===== config.mk =====
export PLATFORM = sky130hd
export DESIGN_NAME = timer_cap_cmp_chn
export DESIGN_NICKNAME = d
export VERILOG_FILES = /design/src/rtl/timer_chn_pkg.sv /design/src/rtl/cap_in_filter.sv /design/src/rtl/timer_cap_cmp_chn.sv
export SDC_FILE = /design/constraint.sdc
export NUM_CORES = 1
export LEC_CHECK = 0
export CORE_ASPECT_RATIO = 1.5
export CORE_MARGIN = 1
export CORE_UTILIZATION = 47
export DETAILED_ROUTE_END_ITERATION = 8
export PLACE_DENSITY = 0.77
export SLEW_MARGIN = 5
export SYNTH_ARGS = -nofsm -noshare
export SYNTH_HDL_FRONTEND = slang
export SYNTH_SLANG_ARGS = --single-unit

===== constraint.sdc =====
create_clock -name clk -period 2.2 [get_ports clk]
set_input_delay 0.44 -clock clk [delete_from_list [all_inputs] [get_ports clk]]
set_output_delay 0.44 -clock clk [all_outputs]
set_load 0.03 [all_outputs]

===== src/rtl/timer_chn_pkg.sv =====
// ============================================================================
// Module   : timer_chn_pkg
// Purpose  : Shared mode/edge-select encodings for the timer capture/compare channel.
// Revision : 1.0
// ============================================================================
`default_nettype none

package timer_chn_pkg;

    localparam logic       CHN_MODE_CMP  = 1'b0;
    localparam logic       CHN_MODE_CAP  = 1'b1;

    localparam logic [1:0] CAP_EDGE_NONE = 2'b00;
    localparam logic [1:0] CAP_EDGE_RISE = 2'b01;
    localparam logic [1:0] CAP_EDGE_FALL = 2'b10;
    localparam logic [1:0] CAP_EDGE_BOTH = 2'b11;

    // True when an observed edge direction is enabled by the selector.
    function automatic logic cap_edge_hit(input logic [1:0] sel,
                                          input logic       rise,
                                          input logic       fall);
        logic rise_en;
        logic fall_en;
        rise_en = (sel == CAP_EDGE_RISE) || (sel == CAP_EDGE_BOTH);
        fall_en = (sel == CAP_EDGE_FALL) || (sel == CAP_EDGE_BOTH);
        return (rise && rise_en) || (fall && fall_en);
    endfunction

endpackage

`default_nettype wire


===== src/rtl/cap_in_filter.sv =====
// ============================================================================
// Module   : cap_in_filter
// Purpose  : Capture pin synchroniser, optional glitch filter, registered edge pulses.
//            Filter present only when TIMER_CAP_FILTER_EN is defined.
// Revision : 1.0
// ============================================================================
`default_nettype none

module cap_in_filter #(
    parameter int FILTER_WIDTH = 8
) (
    input  logic                    clk,
    input  logic                    rst,
    input  logic                    cap_in,
    input  logic [FILTER_WIDTH-1:0] filter_th,
    output logic                    rise,
    output logic                    fall
);

    logic r_sync1;
    logic r_cap_s;
    logic w_cap_f;
    logic r_cap_f_d;

    always_ff @(posedge clk) begin
        if (rst) begin
            r_sync1 <= 1'b0;
            r_cap_s <= 1'b0;
        end else begin
            r_sync1 <= cap_in;
            r_cap_s <= r_sync1;
        end
    end

`ifdef TIMER_CAP_FILTER_EN
    logic                    r_cap_s_d;
    logic                    r_cap_f;
    logic [FILTER_WIDTH-1:0] r_run;
    logic [FILTER_WIDTH-1:0] w_run;

    // w_run = cycles cap_s has held its present value, minus one.
    always_comb begin
        w_run = r_run;
        if (r_cap_s != r_cap_s_d) begin
            w_run = '0;
        end
    end

    always_ff @(posedge clk) begin
        if (rst) begin
            r_cap_s_d <= 1'b0;
            r_run     <= '0;
            r_cap_f   <= 1'b0;
        end else begin
            r_cap_s_d <= r_cap_s;
            if (w_run != {FILTER_WIDTH{1'b1}}) begin
                r_run <= w_run + 1'b1;
            end else begin
                r_run <= w_run;
            end
            if (w_run >= filter_th) begin
                r_cap_f <= r_cap_s;
            end
        end
    end

    assign w_cap_f = r_cap_f;
`else
    logic w_unused_th;

    assign w_cap_f     = r_cap_s;
    assign w_unused_th = ^filter_th;
`endif

    always_ff @(posedge clk) begin
        if (rst) begin
            r_cap_f_d <= 1'b0;
            rise      <= 1'b0;
            fall      <= 1'b0;
        end else begin
            r_cap_f_d <= w_cap_f;
            rise      <= w_cap_f & ~r_cap_f_d;
            fall      <= ~w_cap_f & r_cap_f_d;
        end
    end

endmodule

`default_nettype wire


===== src/rtl/timer_cap_cmp_chn.sv =====
// ============================================================================
// Module   : timer_cap_cmp_chn
// Purpose  : One capture/compare channel fed by a down-counting timer.
//            Optional capture glitch filter: define TIMER_CAP_FILTER_EN.
// Revision : 1.0
// ============================================================================
`default_nettype none

module timer_cap_cmp_chn
    import timer_chn_pkg::*;
#(
    parameter int TIMER_WIDTH      = 16,
    parameter int FILTER_WIDTH     = 8,
    parameter int SIMULATION_DELAY = 1
) (
    input  logic                    clk,
    input  logic                    rst,
    input  logic [TIMER_WIDTH-1:0]  timer_cnt_now_v,
    input  logic                    timer_started,
    input  logic                    timer_expired,
    input  logic                    chn_mode,
    input  logic [TIMER_WIDTH-1:0]  cmp_val,
    input  logic                    cmp_pol,
    input  logic [1:0]              cap_edge_sel,
    input  logic [FILTER_WIDTH-1:0] cap_filter_th,
    input  logic                    cap_in,
    input  logic                    cap_rd,
    input  logic                    cap_ovr_clr,
    output logic                    cmp_out,
    output logic                    cmp_itr_req,
    output logic [TIMER_WIDTH-1:0]  cap_val_o,
    output logic                    cap_vld,
    output logic                    cap_itr_req,
    output logic                    cap_ovr
);

    // Out-of-range configurations elaborate an empty marker block only.
    if ((TIMER_WIDTH < 8) || (TIMER_WIDTH > 32) || (SIMULATION_DELAY < 0)) begin : g_param_out_of_range
    end

    logic [TIMER_WIDTH-1:0] r_cmp_shadow;
    logic [TIMER_WIDTH-1:0] r_cnt_d;
    logic                   r_pending;
    logic                   w_cmp_en;
    logic                   w_cmp_active;
    logic                   w_cmp_match;
    logic                   w_shadow_load;
    logic                   w_rise;
    logic                   w_fall;
    logic                   w_cap_evt;
    logic                   w_ovr_set;

    cap_in_filter #(
        .FILTER_WIDTH (FILTER_WIDTH)
    ) u_cap_in_filter (
        .clk       (clk),
        .rst       (rst),
        .cap_in    (cap_in),
        .filter_th (cap_filter_th),
        .rise      (w_rise),
        .fall      (w_fall)
    );

    // ------------------------------------------------------------------
    // Compare path: shadow reloads only at period boundaries or when idle
    // ------------------------------------------------------------------
    assign w_cmp_en      = timer_started && (chn_mode == CHN_MODE_CMP);
    assign w_cmp_active  = w_cmp_en && (timer_cnt_now_v <= r_cmp_shadow);
    assign w_cmp_match   = w_cmp_en && (timer_cnt_now_v == r_cmp_shadow)
                                    && (timer_cnt_now_v != r_cnt_d);
    assign w_shadow_load = ~timer_started || timer_expired;

    always_ff @(posedge clk) begin
        if (rst) begin
            r_cmp_shadow <= '0;
            r_cnt_d      <= '0;
            cmp_out      <= cmp_pol;
            cmp_itr_req  <= 1'b0;
        end else begin
            if (w_shadow_load) begin
                r_cmp_shadow <= cmp_val;
            end
            r_cnt_d     <= timer_cnt_now_v;
            cmp_out     <= w_cmp_active ^ cmp_pol;
            cmp_itr_req <= w_cmp_match;
        end
    end

    // ------------------------------------------------------------------
    // Capture path
    // ------------------------------------------------------------------
    assign w_cap_evt = cap_edge_hit(cap_edge_sel, w_rise, w_fall)
                       && (chn_mode == CHN_MODE_CAP) && timer_started;
    // A read in the capture cycle consumes the previous value, so no overrun.
    assign w_ovr_set = w_cap_evt && r_pending && ~cap_rd;

    always_ff @(posedge clk) begin
        if (rst) begin
            cap_val_o   <= '0;
            cap_vld     <= 1'b0;
            cap_itr_req <= 1'b0;
            r_pending   <= 1'b0;
            cap_ovr     <= 1'b0;
        end else begin
            cap_vld     <= w_cap_evt;
            cap_itr_req <= cap_vld;
            if (w_cap_evt) begin
                cap_val_o <= timer_cnt_now_v;
                r_pending <= 1'b1;
            end else if (cap_rd) begin
                r_pending <= 1'b0;
            end
            if (w_ovr_set) begin
                cap_ovr <= 1'b1;
            end else if (cap_ovr_clr) begin
                cap_ovr <= 1'b0;
            end
        end
    end

endmodule

`default_nettype wire


==> impl_metrics.yaml, run 1 <==
detailed_routing:
  antenna_violating_nets_remaining: 0
  detail_route.vias_per_cell: 4.75
  totalWireLength_mm: 5.30
  wire_per_inst_um: 12.6
  detail_route.iter0.violations: 87
  drt-pass1-iter-count: 4
  drc: 0
  num_vias: 1997
place:
  place.detailed.hpwl_mm: 3.93
  placement.io_buffers: 63
  finalWeightedCongestion: 0.823
timing:
  rsz0062_at_grt: "false"
  worst_slew_pin_slew_ns: 0.548
  finalSetupViolCount: 0
  fmaxAchievable_ghz: 0.505
  timing.hold.ws_ns: 0.415
  final.setup_skew_ns: 0.00530
  final_hold_viol_count: 0
  min_period_ns: 1.98
  fin_crit_sh_pct: 90.0
  max_slew_margin_pct: 63.5
  slew_violations: 0
  totalNegativeSetupSlack_ns: 0
cells_and_area:
  drive_gt1_share_pct: 9.89
  multi_input_logic_area_um2: 1160
  seqCellArea_um2: 1180
  fill_cells: 423
  synthToLayoutAreaGrowth_pct: 41.1
  nNetsFinal: 416
  biggestRegsByFlops: "cap_val_o: 16 flops, r_cmp_shadow: 16 flops, r_cnt_d: 16 flops"
  num_antenna_cells: 0
floorplan:
  initial_core_util_pct: 49.9
  top_level_ports: 72
  core_region_area_um2: 4930
  die_w_um: 61.0
  dieHeight_um: 90.6
  fp-row-count: 31
  design.die.area_um2: 5530
synthesis:
  synthesis_stage_register_bit_count: 59
  avgSynthCellArea_um2: 9.24
  yosys_most_used_dff: "dfxtp_1"
  synthMostInstantiatedCell: "dfxtp_1"
  number_of_enable_type_register_cells_in_the_synthesized_netlist: 0
  synth-async-reset-ratio_pct: 0
  netlist-cell-type-count: 31
  synthTopCellsByArea: "dfxtp_1 (48%), ha_1 (8.1%), mux2i_1 (6.5%)"
  netlist_area_um2: 2460
  synth_seq_area_share_pct: 48.1
  post-synth-top-area-fraction_pct: 48.1
  net_count_of_the_mapped_netlist: 333
  cell_taking_the_most_area_after_synthesis: "dfxtp_1"
  synthesis.instances: 266
  synth_top_cells_by_count: "dfxtp_1 (59), nand2_1 (37), nor2_1 (23), a21oi_1 (22), nor2b_1 (22)"
  number_of_warning_messages_in_the_yosys_log: 0
clock_network:
  deepest_clock_path_buffer_count: 2
  clk_latency_ns: 0.34
  tritoncts.num_buffers: 9
  clock_tree_from_tritoncts: "done"
  hold_buffers: 0
  clk_root_buffer_cell: "clkbuf_8"
  ctsHtreeMaxLevel: 3
  clkSlewWorstSetupHoldPaths_ns: 0.06
  cts-resized-gates: 0
  cts.sink_count: 59
  post_cts_setup_bufs: 0
critical_path:
  cp_max_fo: 2
  crit-reg2reg-launch: "r_cmp_shadow[14]"
  cp_arrival_ns: 2.20
  critical_path.startpoint: "timer_cnt_now_v[13]"
  setup.worst_path.end_class: "flip-flop"
  crit_start_category: "primary input"
  critPathKind: "primary input to flip-flop"
  crit_required_ns: 2.42
  worstRegToRegCells: 7
  r2r_end: "cmp_out"
  timing.reg2reg.setup_slack_ns: 0.43
min_path:
  hold_start: "u_cap_in_filter.r_cap_f_d"
  hp-class: "flip-flop to flip-flop"
  hold_depth: 1
  hold_end: "u_cap_in_filter.rise"
global_routing:
  grt-ovfl-total: 0
  first_pass_grt_wire_length_mm: 8.83
  grt_max_degree: 57
  groute.usage.overall_pct: 22.0
  grt_antenna_before_repair: 0
  first_global_vias: 1955
status:
  outcome: "complete, no violations"
pwr:
  irDropWorstVdd_mv: 0.497
  cellPowerDensity_nw_per_um2: 685
  cellLeakagePower_uw: 0.00135
job:
  maximum_capacitance_violations: 0
critical path: stages:
cell             delay, ns
clkdlybuf4s50_1       0.45
ha_1                  0.32
nand4_1               0.14
nor4_1                0.37
a21boi_1              0.24
o31ai_2               0.09
xor2_1                0.14
routing by layer:
metal	wire (µm)	GRT usage [%]	vias up
li1	-	-	1041
met4	155	11.4	0
met1	2180	26.7	908
met2	2820	33.9	37
met3	140	6.59	11
met5	0	0	-
cells by family (layout without fill, tap and decap cells):
family | count (synthesis) | after routing | synth area share, %
simple gates | 96 | 96 | 18.7
buf+inv | 29 | 117 | 4.68
fa+ha+maj | 16 | 16 | 8.15
mux | 16 | 16 | 6.52
compound gates | 33 | 33 | 7.84
flops | 59 | 59 | 48.1
xor+xnor | 17 | 17 | 6.06
through the flow:
| step | instances | power (µW) | area (µm²) | worst slack (ns) | util (%) |
|---|---|---|---|---|---|
| after floorplan | 266 | 1300 | 2460 | 0.485 | - |
| after global placement | 404 | 1450 | 3280 | -0.0795 | 66.6 |
| after detailed placement | 404 | 1450 | 3280 | -0.142 | 66.6 |
| after CTS | 420 | 2400 | 3470 | 0.210 | 70.4 |
| after global routing | 420 | 2500 | 3470 | 0.156 | 70.4 |
| final | 420 | 2380 | 3470 | 0.219 | 70.4 |
area by class of cell:
class	instances	share of cell area, %
tap	66	2.38
clock inverter	2	1.01
clock buffer	14	4.40
multi-input combinational	178	33.5
inverter	18	1.95
timing repair buffer	83	22.7
sequential	59	34.1
how the worst max path moves through the flow:
stage	endpoint	cells after the start
2_1_floorplan	cmp_out	6
3_3_place_gp	cmp_out	7
3_5_place_dp	cmp_out	7
4_1_cts	cmp_out	7
5_1_grt	cmp_out	7
6_report	cmp_out	7
power breakdown:
group	switching (µW)	internal, µW	total, µW
clock	392	554	946
combinational	135	168	303
sequential	18.2	1110	1130
total	545	1830	2380
layout by cell type (no fill, tap or decap), types with 10 or more instances in the layout:
cell type / instances
buf_4: 19
xnor2_1: 16
ha_1: 16
clkbuf_8: 10
clkdlybuf4s50_1: 62
nor2b_1: 22
dfxtp_1: 59
inv_1: 18
nand2_1: 37
a21oi_1: 22
nor2_1: 23
mux2i_1: 16
Note: power is estimated with default switching activity, not from simulation.
==> inputs of run 2 (changes only) <==
CORE_UTILIZATION = 25   (was 47)
PLACE_DENSITY = 0.46   (was 0.77)
==> run 2 against run 1 <==
Worst setup slack lost 0.0066 ns. Worst hold slack got worse by 0.0068 ns. Count of clock-buffer cells in the layout fell by 1. Final area up 3.6%. Critical path type unchanged. Sequential share of layout area is 1.2 points lower. Critical endpoint unchanged.
==> impl_metrics.yaml, run 2 (synthesis results as in run 1) <==
timing:
  slew_violations: 0
  max_slew_margin_pct: 61.0
  fin_crit_sh_pct: 90.3
  final_hold_viol_count: 0
  min_period_ns: 1.99
  fmaxAchievable_ghz: 0.503
  final.setup_skew_ns: 0.00203
  worst_slew_pin_slew_ns: 0.585
  finalSetupViolCount: 0
  rsz0062_at_grt: "false"
critical_path:
  crit_start_category: "primary input"
  cp_num_buf_inv: 1
  crit_path_cell_trace: "clkdlybuf4s50_1, ha_1, nand4_1, nor4_1, a21boi_1, o31ai_2, xor2_1"
  path_depth: 7
  setup.worst_path.end_class: "flip-flop"
  cp_max_fo: 2
  timing.critical_path.to: "cmp_out"
  crit_required_ns: 2.41
  crit-reg2reg-launch: "r_cmp_shadow[13]"
  r2r_end: "cmp_out"
  critical_path.startpoint: "timer_cnt_now_v[12]"
  critical_path.max_stage_delay_ns: 0.47
  worst_path_max_delay_cell: "clkdlybuf4s50_1"
  timing.reg2reg.setup_slack_ns: 0.44
  critPathKind: "primary input to flip-flop"
  critical-path-top-delay-family: "simple AND/OR/NAND/NOR gates"
  cp_arrival_ns: 2.20
  worstRegToRegCells: 7
clock_network:
  cts-resized-gates: 0
  tritoncts.num_buffers: 9
  clkSlewWorstSetupHoldPaths_ns: 0.05
  clock_tree_from_tritoncts: "done"
  post_cts_setup_bufs: 0
  clk_latency_ns: 0.33
  cts.sink_count: 59
  clk_root_buffer_cell: "clkbuf_16"
  deepest_clock_path_buffer_count: 2
  ctsHtreeMaxLevel: 3
  hold_buffers: 0
pwr:
  share_clk_of_total_power_pct: 45.6
  report.power.total_uw: 2640
  cellLeakagePower_uw: 0.00138
  cellPowerDensity_nw_per_um2: 735
  p_sw_uw: 589
  netSwitchingFraction_pct: 22.3
  cell_internal_pwr_uw: 2050
  p_seq_share_pct: 42.8
  irDropWorstVdd_mv: 0.403
  logic_pwr_share_pct: 11.6
cells_and_area:
  biggestRegsByFlops: "cap_val_o: 16 flops, r_cmp_shadow: 16 flops, r_cnt_d: 16 flops"
  fill_cells: 999
  final_util_pct: 37.3
  layout_commonest_cell: "clkdlybuf4s50_1"
  seqCellArea_um2: 1180
  num_antenna_cells: 0
  most-common-layout-cells: "clkdlybuf4s50_1 (62), dfxtp_1 (59), nand2_1 (37)"
  synthToLayoutAreaGrowth_pct: 46.2
  multi_input_logic_area_um2: 1160
  nNetsFinal: 416
  drive_gt1_share_pct: 9.40
global_routing:
  groute.usage.overall_pct: 13.1
  grt_antenna_before_repair: 0
  first_pass_grt_wire_length_mm: 9.88
  grt-ovfl-total: 0
  first_global_vias: 2030
  grt_max_degree: 57
detailed_routing:
  detail_route.vias_per_cell: 4.25
  num_vias: 1979
  wire_per_inst_um: 12.9
  antenna_violating_nets_remaining: 0
  drt-pass1-iter-count: 5
  totalWireLength_mm: 6.03
  drc: 0
  detail_route.iter0.violations: 70
place:
  finalWeightedCongestion: 0.726
  place.detailed.hpwl_mm: 4.50
  placement.io_buffers: 63
floorplan:
  design.die.area_um2: 10200
  top_level_ports: 72
  fp-row-count: 44
  initial_core_util_pct: 25.5
  die_w_um: 83.0
  core_region_area_um2: 9630
  dieHeight_um: 123
job:
  maximum_capacitance_violations: 0
min_path:
  hp-class: "flip-flop to flip-flop"
status:
  outcome: "complete, no violations"
## run 2: cell types whose count changed in the layout (fill, tap and decap cells not counted), sizes merged
cell,previous run,this run
clkbuf,14,13
clkinv,1,0
bufinv,1,0
## run 2: worst min path at each step
stage	from	end	slack [ns]	depth (start not counted)
after floorplan	u_cap_in_filter.r_cap_f_d	u_cap_in_filter.rise	0.38	1
after global placement	u_cap_in_filter.r_cap_f_d	u_cap_in_filter.rise	0.39	1
after detailed placement	u_cap_in_filter.r_cap_s	u_cap_in_filter.fall	0.40	1
after CTS	u_cap_in_filter.r_cap_s	u_cap_in_filter.fall	0.41	1
after global routing	u_cap_in_filter.r_cap_f_d	u_cap_in_filter.rise	0.42	1
final	u_cap_in_filter.r_cap_f_d	u_cap_in_filter.rise	0.41	1
## run 2: through the flow
| stage | hold slack [ns] | instance area (µm²) | std cells | setup WS, ns | TNS [ns] |
|---|---|---|---|---|---|
| final | 0.408 | 3590 | 466 | 0.213 | 0 |
| after CTS | 0.408 | 3590 | 466 | 0.202 | 0 |
| after floorplan | 0.383 | 2460 | 266 | 0.485 | 0 |
| after global routing | 0.422 | 3590 | 466 | 0.0764 | 0 |
| after detailed placement | 0.401 | 3340 | 453 | -0.138 | -0.138 |
| after global placement | 0.393 | 3340 | 453 | -0.112 | -0.112 |
## run 2: cell type report
type | count | area share (%)
sequential | 59 | 32.9
multi-input combinational | 178 | 32.3
timing repair buffer | 83 | 21.9
clock buffer | 13 | 6.97
tap | 115 | 4.01
inverter | 18 | 1.88
## run 2: worst register-to-register path: cells and delay by family, from the launching register on
| family | cells | cell delay, ns |
|---|---|---|
| compound gates | 2 | 0.33 |
| xor+xnor | 1 | 0.14 |
| fa+ha+maj | 1 | 0.28 |
| buf+inv | 1 | 0.05 |
| flops | 1 | 0.32 |
| simple gates | 2 | 0.52 |
## run 2: routing by layer
metal  track usage, %  vias up  routed length (µm)
met5                0        -                   0
met4             10.3        0                 226
li1                 -     1038                   -
met2             23.5       36                3110
met3             2.87       12                 197
met1             13.1      893                2500
## run 2: power groups by stage
stage               combinational (µW)  sequential, µW  clock [µW]
finish                             308            1130        1200
global route                       348            1130        1280
detailed placement                 313            1150           0
CTS                                316            1130        1240
global placement                   311            1150           0
floorplan                          143            1150           0
==> inputs of run 3 (changes only) <==
ABC_AREA = 1   (was default)
PLACE_DENSITY = 0.45   (was 0.46)
==> run 3 against run 2 <==
The flow now finishes with violations (DRC). Sequential share of layout area shrank 0.82 points. Synthesized cell count grew 24%. Count of clock-buffer cells in the layout is the same. Power grew 3.7%. Die area grew 3.9%. Routed wire length shrank 3.4%. Clock power grew 8%. Register-to-register slack gained 0.25 ns. Core utilization grew 0.30 points. Sequential cell count is the same. Combinational power grew 5%. Via count grew 11%. Largest power group unchanged. Highest routed layer unchanged.
==> impl_metrics.yaml, run 3 <==
clock_network:
  clkSlewWorstSetupHoldPaths_ns: 0.05
  cts-resized-gates: 0
  hold_buffers: 0
  tritoncts.num_buffers: 9
  ctsHtreeMaxLevel: 3
  clk_root_buffer_cell: "clkbuf_16"
  clock_tree_from_tritoncts: "done"
  clk_latency_ns: 0.32
  deepest_clock_path_buffer_count: 2
  post_cts_setup_bufs: 0
  cts.sink_count: 59
synthesis:
  synthesis.instances: 330
  synthTopCellsByArea: "dfxtp_1 (46%), nand2_1 (11%), ha_1 (7.8%)"
  post-synth-top-area-fraction_pct: 46.2
  synth_compound_area_share_pct: 9.94
  synth-async-reset-ratio_pct: 0
  yosys_most_used_dff: "dfxtp_1"
  synth_top_family_by_area: "simple AND/OR/NAND/NOR gates"
  yosys.area_share.adder_pct: 7.83
  synth-xor-area-share_pct: 4.11
  synth_seq_area_share_pct: 46.2
  number_of_warning_messages_in_the_yosys_log: 0
  synthesis_stage_register_bit_count: 59
  number_of_enable_type_register_cells_in_the_synthesized_netlist: 0
  synthMostInstantiatedCell: "nand2_1"
  netlist-cell-type-count: 26
  cell_taking_the_most_area_after_synthesis: "dfxtp_1"
  net_count_of_the_mapped_netlist: 397
  avgSynthCellArea_um2: 7.75
  synth_simple_gate_area_share_pct: 22.0
  yosys-mux-area-fraction_pct: 0
  netlist_area_um2: 2560
  synth_top_cells_by_count: "nand2_1 (74), dfxtp_1 (59), inv_1 (51), nor2_1 (46), a21oi_1 (24)"
detailed_routing:
  drt-pass1-iter-count: 8
  detail_route.iter0.violations: 74
  wire_per_inst_um: 11.0
  num_vias: 2194
  antenna_violating_nets_remaining: 0
  drc: 6
  totalWireLength_mm: 5.82
  detail_route.vias_per_cell: 4.14
floorplan:
  initial_core_util_pct: 26.1
  die_w_um: 84.6
  design.die.area_um2: 10600
  fp-row-count: 44
  dieHeight_um: 126
  core_region_area_um2: 9800
  top_level_ports: 72
cells_and_area:
  drive_gt1_share_pct: 9.88
  most-common-layout-cells: "nand2_1 (74), clkdlybuf4s50_1 (62), dfxtp_1 (59)"
  nNetsFinal: 478
  biggestRegsByFlops: "cap_val_o: 16 flops, r_cmp_shadow: 16 flops, r_cnt_d: 16 flops"
  non_filler_cells_in_the_finished_layout: 530
  synthToLayoutAreaGrowth_pct: 44.1
  final_util_pct: 37.6
  num_antenna_cells: 0
  layout_commonest_cell: "nand2_1"
pwr:
  cellPowerDensity_nw_per_um2: 743
  share_clk_of_total_power_pct: 47.0
  irDropWorstVdd_mv: 0.418
  cell_internal_pwr_uw: 2120
  p_sw_uw: 615
  p_seq_share_pct: 41.2
  netSwitchingFraction_pct: 22.5
  logic_pwr_share_pct: 11.8
  cellLeakagePower_uw: 0.00158
  report.power.total_uw: 2740
place:
  placement.io_buffers: 63
  finalWeightedCongestion: 0.733
  dpl.cell_count: 515
  place.detailed.hpwl_mm: 4.44
  post-place-ws_ns: 0.0828
timing:
  slew_violations: 0
  worst_slew_pin_slew_ns: 0.617
  final_hold_viol_count: 0
  final.setup_skew_ns: 0.00463
  fmaxAchievable_ghz: 0.564
  max_slew_margin_pct: 58.9
  finalSetupViolCount: 0
  min_period_ns: 1.77
  finalWorstSetupSlack_ns: 0.427
  rsz0062_at_grt: "false"
  totalNegativeSetupSlack_ns: 0
  fin_crit_sh_pct: 80.6
global_routing:
  groute.usage.overall_pct: 12.0
  grt_max_degree: 58
  first_global_vias: 2089
  first_pass_grt_wire_length_mm: 9.75
  grt_antenna_before_repair: 0
  grt-ovfl-total: 0
min_path:
  hold_depth: 2
  hp-class: "flip-flop to flip-flop"
critical_path:
  crit_path_cell_trace: "clkdlybuf4s50_1"
  cp_num_buf_inv: 1
  setup.worst_path.end_class: "output port"
  crit_required_ns: 1.76
  critical_path.max_stage_delay_ns: 0.68
  crit_start_category: "flip-flop"
  path_depth: 1
  critPathKind: "flip-flop to output port"
  worst_path_max_delay_cell: "clkdlybuf4s50_1"
  cp_max_fo: 2
  worstRegToRegCells: 12
  critical-path-top-delay-family: "buffers and inverters"
  cp_arrival_ns: 1.33
status:
  failed_checks: "DRC"
  outcome: "complete, but fails checks"
job:
  maximum_capacitance_violations: 0
## run 3: cell types whose count changed after synthesis, sizes merged, moves of 4 or more
cell | before | now
or2 | 0 | 4
xnor2 | 16 | 10
mux2i | 16 | 0
inv | 18 | 52
nor2b | 22 | 0
nand4 | 7 | 3
nand3 | 0 | 5
nor2 | 24 | 47
nand2 | 37 | 74
a211oi | 1 | 15
## run 3: final timing paths
| kind | slack (ns) | end | startpoint |
|---|---|---|---|
| max reg2reg | 0.69 | cmp_out | r_cmp_shadow[11] |
| min reg2reg | 0.41 | u_cap_in_filter.r_cap_s | u_cap_in_filter.r_sync1 |
| max | 0.43 | cap_val_o[4] | cap_val_o[4] |
| min | 0.41 | u_cap_in_filter.r_cap_s | u_cap_in_filter.r_sync1 |
## run 3: through the flow
stage,hold WS (ns),area [µm²]
floorplan,0.388,2560
global placement,0.391,3400
detailed placement,0.399,3400
CTS,0.407,3680
global route,0.442,3680
finish,0.407,3680
## run 3: area by class of cell
type                    count  area (µm²)
clock buffers              13         270
inverters                  52         195
multi-input cells         208        1120
repair buffers             81         761
flip-flops and latches     59        1180
fillers                  1085        6120
clock inverters             2        10.0
well taps                 115         144
## run 3: power by group through the flow
stage / Combinational (µW) / Clock, µW / Sequential, µW
finish: 322 / 1290 / 1130
global route: 368 / 1380 / 1130
CTS: 330 / 1330 / 1130
detailed placement: 329 / 0 / 1150
global placement: 324 / 0 / 1150
floorplan: 164 / 0 / 1150
## run 3: cell families after synthesis
family	after synthesis
buffers and inverters	63
and+or+nand+nor	138
DFF	59
adders and majority gates	16
xor gates and xnor gates	12
AOI/OAI and AO/OA	42
## run 3: worst register-to-register path: stages, from the launching register on
cell and delay [ns]:
dfxtp_1 0.30, inv_1 0.05, ha_1 0.29, nand2_1 0.07, nor2_1 0.13, nand2_1 0.09, inv_1 0.08, nand2_1 0.05
nor2_1 0.11, o21bai_1 0.12, nand2_1 0.06, nand2_1 0.05, inv_1 0.03
## run 3: per-layer routing
| layer | track usage (%) | up-vias | wire (µm) |
|---|---|---|---|
| met5 | 0 | - | 0 |
| met4 | 6.28 | 0 | 113 |
| met3 | 3.74 | 9 | 269 |
| met2 | 19.4 | 45 | 2710 |
| met1 | 14.2 | 951 | 2730 |
| li1 | - | 1189 | - |
